## src/rtl/connect_join_rr.sv

```systemverilog
// Purpose : N-to-1 valid/ready join, round-robin arbitration into a registered output FIFO.
// Latency : one cycle from accept to SEND_VALID; no combinational input-to-output path.
// Backpr. : RECEIVE_READY depends only on FIFO fullness (never on SEND_READY); a full FIFO refuses pushes.
//
// Ports:
//   CLK, RST       clock and synchronous active-high reset
//   RECEIVE_VALID  per-channel valid             RECEIVE_DATA  packed payloads, channel i at [DW*(i+1)-1 -: DW]
//   RECEIVE_READY  one-hot (or zero) accept strobe for the granted channel
//   SEND_VALID     FIFO not empty                SEND_DATA / SEND_SRC  head payload and its source channel
//   SEND_READY     consumer pops the head when high with SEND_VALID
module connect_join_rr #(
  parameter int DATA_WIDTH  = 32,
  parameter int CONNECT_NUM = 3,
  parameter int FIFO_DEPTH  = 4,
  parameter int SRC_WIDTH   = 2
) (
  input  logic                              CLK,
  input  logic                              RST,
  input  logic [CONNECT_NUM-1:0]            RECEIVE_VALID,
  input  logic [DATA_WIDTH*CONNECT_NUM-1:0] RECEIVE_DATA,
  output logic [CONNECT_NUM-1:0]            RECEIVE_READY,
  output logic                              SEND_VALID,
  output logic [DATA_WIDTH-1:0]             SEND_DATA,
  output logic [SRC_WIDTH-1:0]              SEND_SRC,
  input  logic                              SEND_READY
);

  localparam int PTR_W = $clog2(FIFO_DEPTH);
  localparam int CNT_W = PTR_W + 1;

  typedef struct packed {
    logic [SRC_WIDTH-1:0]  src;
    logic [DATA_WIDTH-1:0] dat;
  } entry_t;

  entry_t               mem [FIFO_DEPTH];
  logic [PTR_W-1:0]     rd_ptr;
  logic [PTR_W-1:0]     wr_ptr;
  logic [CNT_W-1:0]     count;
  logic [SRC_WIDTH-1:0] last_grant;

  logic                  full;
  logic                  hi_found, lo_found;
  logic [SRC_WIDTH-1:0]  hi_idx, lo_idx;
  logic                  grant_vld;
  logic [SRC_WIDTH-1:0]  grant_idx;
  logic [DATA_WIDTH-1:0] grant_dat;
  logic                  push, pop;

  assign full = (count == CNT_W'(FIFO_DEPTH));

  // Rotating priority without a modulo: the lowest valid channel above
  // last_grant wins; if there is none, wrap to the lowest valid channel at or
  // below it. Loops run downward so the final assignment is the lowest index.
  always_comb begin
    hi_found = 1'b0;
    lo_found = 1'b0;
    hi_idx   = '0;
    lo_idx   = '0;
    for (int i = CONNECT_NUM - 1; i >= 0; i--) begin
      if (RECEIVE_VALID[i]) begin
        if (i > int'(last_grant)) begin
          hi_found = 1'b1;
          hi_idx   = SRC_WIDTH'(i);
        end else begin
          lo_found = 1'b1;
          lo_idx   = SRC_WIDTH'(i);
        end
      end
    end
    grant_vld = hi_found | lo_found;
    grant_idx = hi_found ? hi_idx : lo_idx;
  end

  // Ready is gated by RST so nothing appears accepted during a reset cycle.
  always_comb begin
    RECEIVE_READY = '0;
    grant_dat     = '0;
    for (int i = 0; i < CONNECT_NUM; i++) begin
      if (grant_idx == SRC_WIDTH'(i)) begin
        RECEIVE_READY[i] = grant_vld & ~full & ~RST;
        grant_dat        = RECEIVE_DATA[DATA_WIDTH*i +: DATA_WIDTH];
      end
    end
  end

  assign push = |(RECEIVE_VALID & RECEIVE_READY);
  assign pop  = SEND_VALID & SEND_READY;

  always_ff @(posedge CLK) begin
    if (RST) begin
      rd_ptr     <= '0;
      wr_ptr     <= '0;
      count      <= '0;
      last_grant <= SRC_WIDTH'(CONNECT_NUM - 1);
    end else begin
      if (push) begin
        wr_ptr     <= wr_ptr + 1'b1;
        last_grant <= grant_idx;
      end
      if (pop) begin
        rd_ptr <= rd_ptr + 1'b1;
      end
      case ({push, pop})
        2'b10:   count <= count + CNT_W'(1);
        2'b01:   count <= count - CNT_W'(1);
        default: count <= count;
      endcase
    end
  end

  // Storage needs no reset; only entries below count are ever presented.
  always_ff @(posedge CLK) begin
    if (push) begin
      mem[wr_ptr] <= '{src: grant_idx, dat: grant_dat};
    end
  end

  assign SEND_VALID = (count != '0);
  assign SEND_DATA  = mem[rd_ptr].dat;
  assign SEND_SRC   = mem[rd_ptr].src;

endmodule

```

## config.mk

```make
export PLATFORM = sky130hd
export DESIGN_NAME = connect_join_rr
export DESIGN_NICKNAME = d
export VERILOG_FILES = /design/src/rtl/connect_join_rr.sv
export SDC_FILE = /design/constraint.sdc
export NUM_CORES = 1
export LEC_CHECK = 0
export BUFFER_PORTS_ARGS = -buffer_cell sky130_fd_sc_hd__buf_2
export CORE_UTILIZATION = 50
export DETAILED_ROUTE_END_ITERATION = 8
export GPL_ROUTABILITY_DRIVEN = 0
export PLACE_DENSITY_LB_ADDON = 0.15
export SYNTH_ARGS = -nofsm -noshare
export SYNTH_HDL_FRONTEND = slang
export SYNTH_SLANG_ARGS = --single-unit
```

## constraint.sdc

```tcl
create_clock -name CLK -period 2.6 [get_ports CLK]
set_input_delay 0.39 -clock CLK [delete_from_list [all_inputs] [get_ports CLK]]
set_output_delay 0.39 -clock CLK [all_outputs]
set_load 0.05 [all_outputs]
```

==> run_results.csv, run 1 <==
group,metric,value,unit
placed_design,dpl.hpwl,7.74,mm
power_and_ir_drop,total_power,8.24,mW
final_layout,n_antenna_cell,0,
routing,vias,3448,
clock_tree,max-clock-path-buffers,2,
critical_path,critical_path.top_delay_family,"buffers and inverters",
timing,setup_viol,0,
floorplanning,ios,140,
synth,syn-mean-instance-area,20.1,um^2
synth,syn_inst,323,
synth,ys_ff_latch,147,
timing,fin_setup_tns,0,ns
final_layout,layout_common_cells,"buf_2 (139), edfxtp_1 (136), mux2_4 (54)",
critical_path,rr_endpoint,"count[2]",
floorplanning,rows,41,
synth,synth_top_flop_cell,"edfxtp_1",
grt,grt_max_degree,25,
power_and_ir_drop,ir_drop,0.526,mV
floorplanning,die_w,116,um
critical_path,critical_path_arrival,1.90,ns
synth,ys.warnings.count,0,
floorplanning,die_area,13400,um^2
placed_design,post-place-cells,632,
timing,rsz0062_at_grt,"false",
final_layout,post-route-util,63.8,%
timing,fin_crit,2.29,ns
timing,timing.final.crit_share,88.2,%
clock_tree,h-tree-depth,4,
worst_hold_path,hold-path-endpoint,"count[2]",
clock_tree,clk_pin_slew,0.06,ns
timing,worst_pin_slew,0.445,ns
critical_path,r2r_cells,9,
final_layout,instances_no_fill,664,
critical_path,r2r_setup_slack,0.46,ns
power_and_ir_drop,p_per_area,1020,nW/um^2
clock_tree,cts_tree,"done",
timing,max_freq,0.436,GHz
outcome,status,"completed",
grt,first_global_vias,3385,
synth,async_reset_ff_share,0,%
synth,ys_types,29,
critical_path,cp.required,2.21,ns
critical_path,path_buf_inv,2,
routing,wl_per_cell,17.5,um
routing,drt_iter0_markers,149,
clock_tree,root_buffer,"clkbuf_16",
worst_hold_path,hold_start,"RST",
timing,slew_viol_final,0,
final_layout,synthToLayoutAreaGrowth,24.1,%
routing,ant_nets,0,
critical_path,crit_path_max_fanout,19,
critical_path,worst_path_max_delay_cell,"mux4_2",
final_layout,layout-drive-gt1-share,58.1,%
critical_path,path_cells,"buf_4 > mux4_2 > buf_2",
job,maxCapViolations,0,
grt,grt_first_pass_wirelength,17.7,mm
timing,holdWs,0.287,ns
grt,grt_use_total,18.4,%
clock_tree,clock_latency,0.41,ns
final_layout,nFillCells,943,
routing,via_per_inst,5.19,
routing,drc_errors,0,
floorplanning,die_h,116,um
critical_path,worstSetupPathType,"register to output pin",
grt,grt.overflow.total,0,
placed_design,port_buffers,139,
floorplanning,design.core.area,12600,um^2
synth,syn_area,6480,um^2
power_and_ir_drop,p_leak,3.12,nW
final_layout,final_common_cell,"buf_2",
worst_hold_path,worstHoldPathCells,2,
synth,synth_edf_count,136,
clock_tree,clock-sinks,147,
synth,syn-num-nets,431,
timing,relSlewSlack,70.3,%
critical_path,worst_setup_path_end_kind,"output pin",
timing,fin_skew,0.00989,ns
floorplanning,start_util,51.4,%
critical_path,worstReg2RegStart,"count[2]",
critical_path,start_kind,"register",
clock_tree,postCtsSetupRepairBufs,0,
timing,hold_viol,0,
clock_tree,cts_resized,0,
routing,dr.pass1.iters,6,
routing,wl,11.6,mm
grt,antenna_found_initial,0,
clock_tree,ctsHoldBuffers,0,
clock_tree,cts_buffers,17,
critical_path,worst_path_largest_cell_delay,0.57,ns
worst_hold_path,hp-class,"input pin to register",
synth,yosysSeqAreaShare,66.4,%
final_layout,final_nets,587,
## worst max path at each step
stage / cells after the start / endpoint / start / slack (ns)
after floorplan: 3 / mem[1][0] / RECEIVE_VALID[2] / 0.34
after global placement: 10 / count[2] / RECEIVE_VALID[2] / 0.40
after global routing: 3 / SEND_DATA[15] / register / 0.20
after CTS: 3 / SEND_SRC[1] / register / 0.25
after detailed placement: 10 / count[2] / RECEIVE_VALID[2] / 0.31
final: 3 / SEND_SRC[1] / register / 0.31
## synthesized netlist by cell type, drive strengths merged, types with 2 or more instances
library cell  instances  area (um^2)
a21oi                 6         30.0
nand2                 6         22.5
or3                   2         12.5
edfxtp              136         4080
nor3                  2         10.0
xnor2                 2         17.5
o21ai                 5         28.8
dfxtp                11          220
and2                  5         31.3
mux4                 34          766
xor2                  3         26.3
buf                  11          106
ha                    5         62.6
clkbuf                5         18.8
nor2                 10         37.5
mux2                 62          901
inv                  10         37.5
## stage by stage
stage | setup slack [ns] | instance area [um^2]
2_1_floorplan | 0.342 | 6480
3_3_place_gp | 0.401 | 7430
3_5_place_dp | 0.312 | 7430
4_1_cts | 0.248 | 8050
5_1_grt | 0.200 | 8050
6_report | 0.306 | 8050
## report_power, final
group,switching (mW),internal (mW)
Sequential,0.0979,2.92
Combinational,1.73,0.979
Clock,0.869,1.65
## flip-flops by register name, indices dropped and copies added (netlist names), named ones only
name	count
rd_ptr	2
wr_ptr	2
count	3
last_grant	2
mem	136
## layer usage
layer / wire (um) / global-route usage (%) / part of all wire (%) / vias to the layer above
li1: - / - / - / 1596
met1: 5000 / 22.8 / 43 / 1757
met2: 6040 / 31.5 / 52 / 78
met3: 389 / 3.97 / 3.4 / 17
met4: 180 / 7.44 / 1.6 / 0
met5: 0 / 0 / 0 / -
## layout make-up
cell class,instances,area (um^2),area share [%]
well taps,172,215,2.67
repair buffers,153,838,10.4
clock buffers,21,460,5.72
clock inverters,11,158,1.96
inverters,10,37.5,0.466
flip-flops and latches,147,4310,53.5
multi-input cells,150,2030,25.2
## logic make-up (layout without fill, tap and decap cells)
| kind of cell | Yosys count | in the layout | share of synthesized area, % |
|---|---|---|---|
| muxes | 96 | 96 | 25.7 |
| xor gates and xnor gates | 5 | 5 | 0.675 |
| and+or+nand+nor | 28 | 28 | 2.06 |
| buffers and inverters | 26 | 195 | 2.51 |
| DFF | 147 | 147 | 66.4 |
| adders and majority gates | 6 | 6 | 1.27 |
| AOI/OAI and AO/OA | 15 | 15 | 1.41 |
(Power assumes the default switching activity.)
==> run 2: changes to the inputs <==
==> constraint.sdc (replaced) <==
create_clock -name CLK -period 2.6 [get_ports CLK]
set_input_delay 0.39 -clock CLK [delete_from_list [all_inputs] [get_ports CLK]]
set_output_delay 0.39 -clock CLK [all_outputs]
set_load 0.1 [all_outputs]
==> run_results.csv, run 2 (synthesis gave the netlist of run 1 again) <==
group,metric,value,unit
outcome,status,"completed",
routing,wl,11.5,mm
clock_tree,cts_resized,0,
grt,grt_use_total,18.4,%
critical_path,worstReg2RegStart,"count[2]",
timing,slew_viol_final,0,
power_and_ir_drop,combPwrFrac,41.9,%
clock_tree,cts_buffers,17,
grt,grt_max_degree,38,
critical_path,cp-startpoint,"count[2]",
timing,hold_viol,0,
final_layout,layout-drive-gt1-share,58.6,%
clock_tree,max-clock-path-buffers,2,
worst_hold_path,hp-class,"input pin to register",
routing,dr.pass1.iters,4,
routing,ant_nets,0,
routing,via_per_inst,5.15,
critical_path,r2r_cells,9,
placed_design,port_buffers,139,
final_layout,regMostFlops,"mem",
final_layout,layout_common_cells,"buf_2 (137), edfxtp_1 (136), mux2_4 (54)",
floorplanning,die_h,116,um
final_layout,n_antenna_cell,0,
clock_tree,ctsHoldBuffers,0,
routing,wl_per_cell,17.4,um
power_and_ir_drop,swShare,41.8,%
grt,antenna_found_initial,0,
power_and_ir_drop,p_per_area,1120,nW/um^2
clock_tree,clock_latency,0.41,ns
clock_tree,clock-sinks,147,
clock_tree,postCtsSetupRepairBufs,0,
power_and_ir_drop,net-switching-power,3.77,mW
timing,rsz0062_at_grt,"false",
routing,drt_iter0_markers,209,
final_layout,fin_area,8040,um^2
floorplanning,rows,41,
floorplanning,ios,140,
clock_tree,cts_tree,"done",
placed_design,placed_area,7500,um^2
final_layout,final_common_cell,"buf_2",
routing,vias,3409,
critical_path,rr_endpoint,"count[2]",
timing,fin_setup_tns,0,ns
timing,relSlewSlack,65.6,%
critical_path,worst_setup_path_end_kind,"output pin",
critical_path,critical_path_arrival,1.85,ns
power_and_ir_drop,p_leak,3.08,nW
timing,max_freq,0.446,GHz
power_and_ir_drop,p_seq_share,33.5,%
power_and_ir_drop,ir_drop,0.702,mV
critical_path,r2r_setup_slack,0.47,ns
clock_tree,root_buffer,"clkbuf_16",
clock_tree,clk_pin_slew,0.06,ns
placed_design,dpl.hpwl,7.62,mm
final_layout,synthToLayoutAreaGrowth,24.0,%
critical_path,cp.required,2.21,ns
final_layout,post-route-util,63.7,%
timing,fin_skew,0.00733,ns
power_and_ir_drop,clkPwrFrac,24.6,%
routing,drc_errors,0,
timing,setup_viol,0,
job,maxCapViolations,0,
critical_path,worstSetupPathType,"register to output pin",
power_and_ir_drop,intPower,5.24,mW
timing,worst_pin_slew,0.520,ns
placed_design,post-place-cells,630,
final_layout,largestRegisters,"mem: 136 flops, count: 3 flops",
floorplanning,start_util,51.4,%
grt,grt_first_pass_wirelength,17.6,mm
grt,first_global_vias,3454,
timing,fin_crit,2.24,ns
critical_path,start_kind,"register",
critical_path,crit_path_max_fanout,8,
critical_path,cp-endpoint,"RECEIVE_READY[0]",
timing,timing.final.crit_share,86.3,%
floorplanning,die_w,116,um
final_layout,final_nets,585,
floorplanning,design.core.area,12600,um^2
clock_tree,h-tree-depth,4,
final_layout,instances_no_fill,662,
grt,grt.overflow.total,0,
final_layout,largest_reg_flops,136,
floorplanning,die_area,13400,um^2
==> run 2: layer usage <==
layer	up-vias	track usage (%)	routed length (um)
met3	15	5.07	551
met1	1692	22.3	4840
met5	-	0	0
met4	0	7.35	146
met2	100	31.3	5970
li1	1602	-	-
==> run 2: critical path: stages, from the launching register on <==
cell,delay [ns]
dfxtp_1,0.34
nor3b_1,0.15
nor3_1,0.20
buf_4,0.21
and2_1,0.13
buf_2,0.42
==> run 2: worst min-delay path by stage <==
stage / startpoint / to / cells after the start / slack (ns)
2_1_floorplan: last_grant[0] / last_grant[0] / 2 / 0.46
3_3_place_gp: last_grant[0] / last_grant[0] / 2 / 0.48
3_5_place_dp: wr_ptr[1] / wr_ptr[1] / 2 / 0.51
4_1_cts: RST / wr_ptr[1] / 2 / 0.27
5_1_grt: RECEIVE_DATA[86] / mem[3][22] / 2 / 0.30
6_report: RST / wr_ptr[1] / 2 / 0.29
==> run 2: per-stage QoR <==
stage / hold WS, ns / worst slack [ns] / power [mW]
6_report: 0.289 / 0.356 / 9.01
5_1_grt: 0.301 / 0.204 / 9.34
4_1_cts: 0.271 / 0.322 / 9.10
3_5_place_dp: 0.506 / 0.305 / 6.88
3_3_place_gp: 0.481 / 0.374 / 6.84
2_1_floorplan: 0.460 / 0.252 / 6.26
==> run 2: power by group through the flow <==
| stage | logic (mW) | registers [mW] | clock network (mW) |
|---|---|---|---|
| after floorplan | 3.23 | 3.03 | 0 |
| final | 3.77 | 3.02 | 2.21 |
| after CTS | 3.82 | 3.02 | 2.25 |
| after global routing | 3.95 | 3.04 | 2.35 |
| after detailed placement | 3.81 | 3.07 | 0 |
| after global placement | 3.79 | 3.05 | 0 |
==> run 2: cell type report <==
class / count / area (um^2)
clock buffer: 18 / 429
clock inverter: 14 / 116
fill: 956 / 4580
inverter: 10 / 37.5
multi-input combinational: 150 / 2030
sequential: 147 / 4310
tap: 172 / 215
timing repair buffer: 151 / 903
==> run 3: changes to the inputs <==
--- a/config.mk
+++ b/config.mk
@@ -5,6 +5,7 @@
 export SDC_FILE = /design/constraint.sdc
 export NUM_CORES = 1
 export LEC_CHECK = 0
+export ABC_AREA = 1
 export BUFFER_PORTS_ARGS = -buffer_cell sky130_fd_sc_hd__buf_2
 export CORE_UTILIZATION = 50
 export DETAILED_ROUTE_END_ITERATION = 8
==> constraint.sdc (replaced) <==
create_clock -name CLK -period 2.1 [get_ports CLK]
set_input_delay 0.315 -clock CLK [delete_from_list [all_inputs] [get_ports CLK]]
set_output_delay 0.315 -clock CLK [all_outputs]
set_load 0.1 [all_outputs]
==> run_results.csv, run 3 <==
group,metric,value,unit
critical_path,crit_path_max_fanout,12,
floorplanning,rows,40,
grt,antenna_found_initial,1,
timing,fin_crit,2.04,ns
routing,ant_nets,0,
timing,fin_skew,0.00788,ns
final_layout,layout_common_cells,"edfxtp_1 (136), buf_2 (102), nor2_1 (80)",
critical_path,worstReg2RegStart,"count[0]",
placed_design,dpl.hpwl,10.2,mm
critical_path,worstSetupPathType,"register to output pin",
synth,syn-mean-instance-area,11.2,um^2
grt,grt_use_total,25.2,%
critical_path,r2r_cells,11,
final_layout,final_nets,826,
synth,syn_inst,571,
synth,synth_edf_count,136,
synth,synth_area_leaders,"edfxtp_1 (64%), o21ai_0 (5.7%), nand3_1 (5.4%)",
routing,vias,5006,
clock_tree,cts_tree,"done",
synth,synth_commonest_cells,"edfxtp_1 (136), nor2_1 (86), o21ai_0 (72)",
critical_path,r2r_setup_slack,0.18,ns
clock_tree,max-clock-path-buffers,2,
critical_path,path_cells,"buf_4 > o21ai_0 > o22ai_2 > buf_6",
timing,max_freq,0.491,GHz
synth,syn_area,6370,um^2
synth,yosysMostFrequentCell,"edfxtp_1",
grt,grt_max_degree,35,
worst_hold_path,hp-class,"input pin to register",
grt,first_global_vias,4868,
clock_tree,root_buffer,"clkbuf_16",
timing,worst_pin_slew,0.489,ns
clock_tree,clock-sinks,147,
routing,wl_met2,8.06,mm
critical_path,worst_setup_path_end_kind,"output pin",
floorplanning,die_area,13200,um^2
floorplanning,design.core.area,12200,um^2
timing,slew_viol_final,0,
floorplanning,die_w,115,um
synth,ys_types,23,
floorplanning,die_h,115,um
critical_path,critical_path.top_delay_family,"buffers and inverters",
routing,drc_errors,0,
grt,grt_first_pass_wirelength,24.2,mm
synth,ys_ff_latch,147,
synth,ys.warnings.count,0,
critical_path,path_buf_inv,2,
clock_tree,clock_latency,0.42,ns
clock_tree,h-tree-depth,4,
final_layout,synthToLayoutAreaGrowth,35.5,%
final_layout,nFillCells,860,
final_layout,final_common_cell,"edfxtp_1",
final_layout,post-route-util,70.7,%
placed_design,port_buffers,139,
critical_path,rr_endpoint,"count[2]",
timing,fin_ws,0.0615,ns
synth,synth_top_flop_cell,"edfxtp_1",
synth,async_reset_ff_share,0,%
job,maxCapViolations,0,
power_and_ir_drop,p_leak,3.37,nW
routing,via_per_inst,5.56,
timing,timing.final.crit_share,97.1,%
synth,yosysSeqAreaShare,67.6,%
timing,hold_viol,0,
placed_design,place_ws,0.0904,ns
routing,drt-met1-wl,6.34,mm
synth,syn-num-nets,679,
power_and_ir_drop,ir_drop,1.08,mV
critical_path,cp.required,1.78,ns
critical_path,worst_path_largest_cell_delay,0.42,ns
power_and_ir_drop,p_per_area,1510,nW/um^2
critical_path,worst_path_max_delay_cell,"dfxtp_1",
clock_tree,clk_pin_slew,0.06,ns
critical_path,crit_cells,4,
final_layout,layout-drive-gt1-share,34.9,%
timing,rsz0062_at_grt,"true",
clock_tree,cts_buffers,17,
routing,wl_per_cell,17.5,um
floorplanning,start_util,52.2,%
floorplanning,ios,140,
timing,relSlewSlack,67.6,%
grt,grt.overflow.total,0,
routing,highest_layer,"met4",
final_layout,largest_reg_flops,136,
routing,wl,15.7,mm
critical_path,start_kind,"register",
routing,dr.pass1.iters,7,
final_layout,regMostFlops,"mem",
outcome,status,"completed",
synth,netlist.area_leader.share,64.1,%
final_layout,largestRegisters,"mem: 136 flops, count: 3 flops",
critical_path,cp-endpoint,"SEND_DATA[0]",
routing,drt_iter0_markers,337,
routing,wl_met3,869,um
timing,setup_viol,0,
synth,yosysTopAreaCell,"edfxtp_1",
critical_path,critical_path_arrival,1.72,ns
[run 3: changes by cell type after synthesis, moves of 17 or more]
cell and change:
nor2_1 +76, nand3_1 +69, o21ai_0 +68, mux2_4 -54, nand2_1 +43, mux4_2 -34
o22ai_1 +34, nand4_1 +32, clkbuf_1 +17
[run 3: final cells by class]
class | instances | area [um^2] | share of cell area (%)
diodes | 1 | 2.50 | 0.0290
clock buffers | 18 | 429 | 4.97
clock inverters | 14 | 304 | 3.52
inverters | 22 | 82.6 | 0.957
multi-input cells | 361 | 2100 | 24.4
flip-flops and latches | 147 | 4310 | 49.9
well taps | 168 | 210 | 2.44
repair buffers | 169 | 1190 | 13.8
[run 3: metal layers]
layer	up-vias	global-route usage, %
met5	-	0
met4	0	12.1
met3	32	5.43
met2	173	43.7
met1	2415	29.9
li1	2386	-
[run 3: timing repair]
action                                 CTS  global route
setup endpoints to repair               36            28
endpoints found under the hold margin    0             0
resized for setup                       43            24
hold buffers                             0             0
pin swaps                                0             1
setup buffers                            0             0
[run 3: kinds of logic (layout without fill, tap and decap cells)]
group | after synthesis | after routing | share of synthesized area [%]
and+or+nand+nor | 241 | 241 | 17.1
DFF | 147 | 147 | 67.6
AOI/OAI and AO/OA | 113 | 113 | 9.66
buffers and inverters | 63 | 223 | 4.20
adders and majority gates | 6 | 6 | 1.30
xor gates and xnor gates | 1 | 1 | 0.138
other | 0 | 1 | 0
[run 3: worst min-delay path by stage]
| stage | start | end | slack (ns) | depth (start not counted) |
|---|---|---|---|---|
| 3_5_place_dp | rd_ptr[1] | rd_ptr[1] | 0.52 | 2 |
| 6_report | RST | rd_ptr[1] | 0.11 | 2 |
| 4_1_cts | RST | rd_ptr[1] | 0.09 | 2 |
| 3_3_place_gp | count[1] | count[1] | 0.53 | 2 |
| 5_1_grt | RST | register | 0.10 | 2 |
| 2_1_floorplan | RST | register | 0.39 | 1 |
[run 3: per-stage QoR]
stage	std cells	instance area [um^2]	total power, mW	TNS [ns]	hold WS [ns]
floorplan	571	6650	7.92	-0.316	0.393
global placement	867	7690	8.89	0	0.527
detailed placement	867	7690	8.98	0	0.520
CTS	899	8550	13.0	0	0.0930
global route	900	8630	13.5	-0.0142	0.102
finish	900	8630	13.1	0	0.107
[run 3: power breakdown]
group | internal, mW | switching [mW] | leakage [nW]
registers | 3.65 | 0.114 | 1.34
clock network | 2.58 | 1.13 | 0.352
logic | 1.38 | 4.20 | 1.67
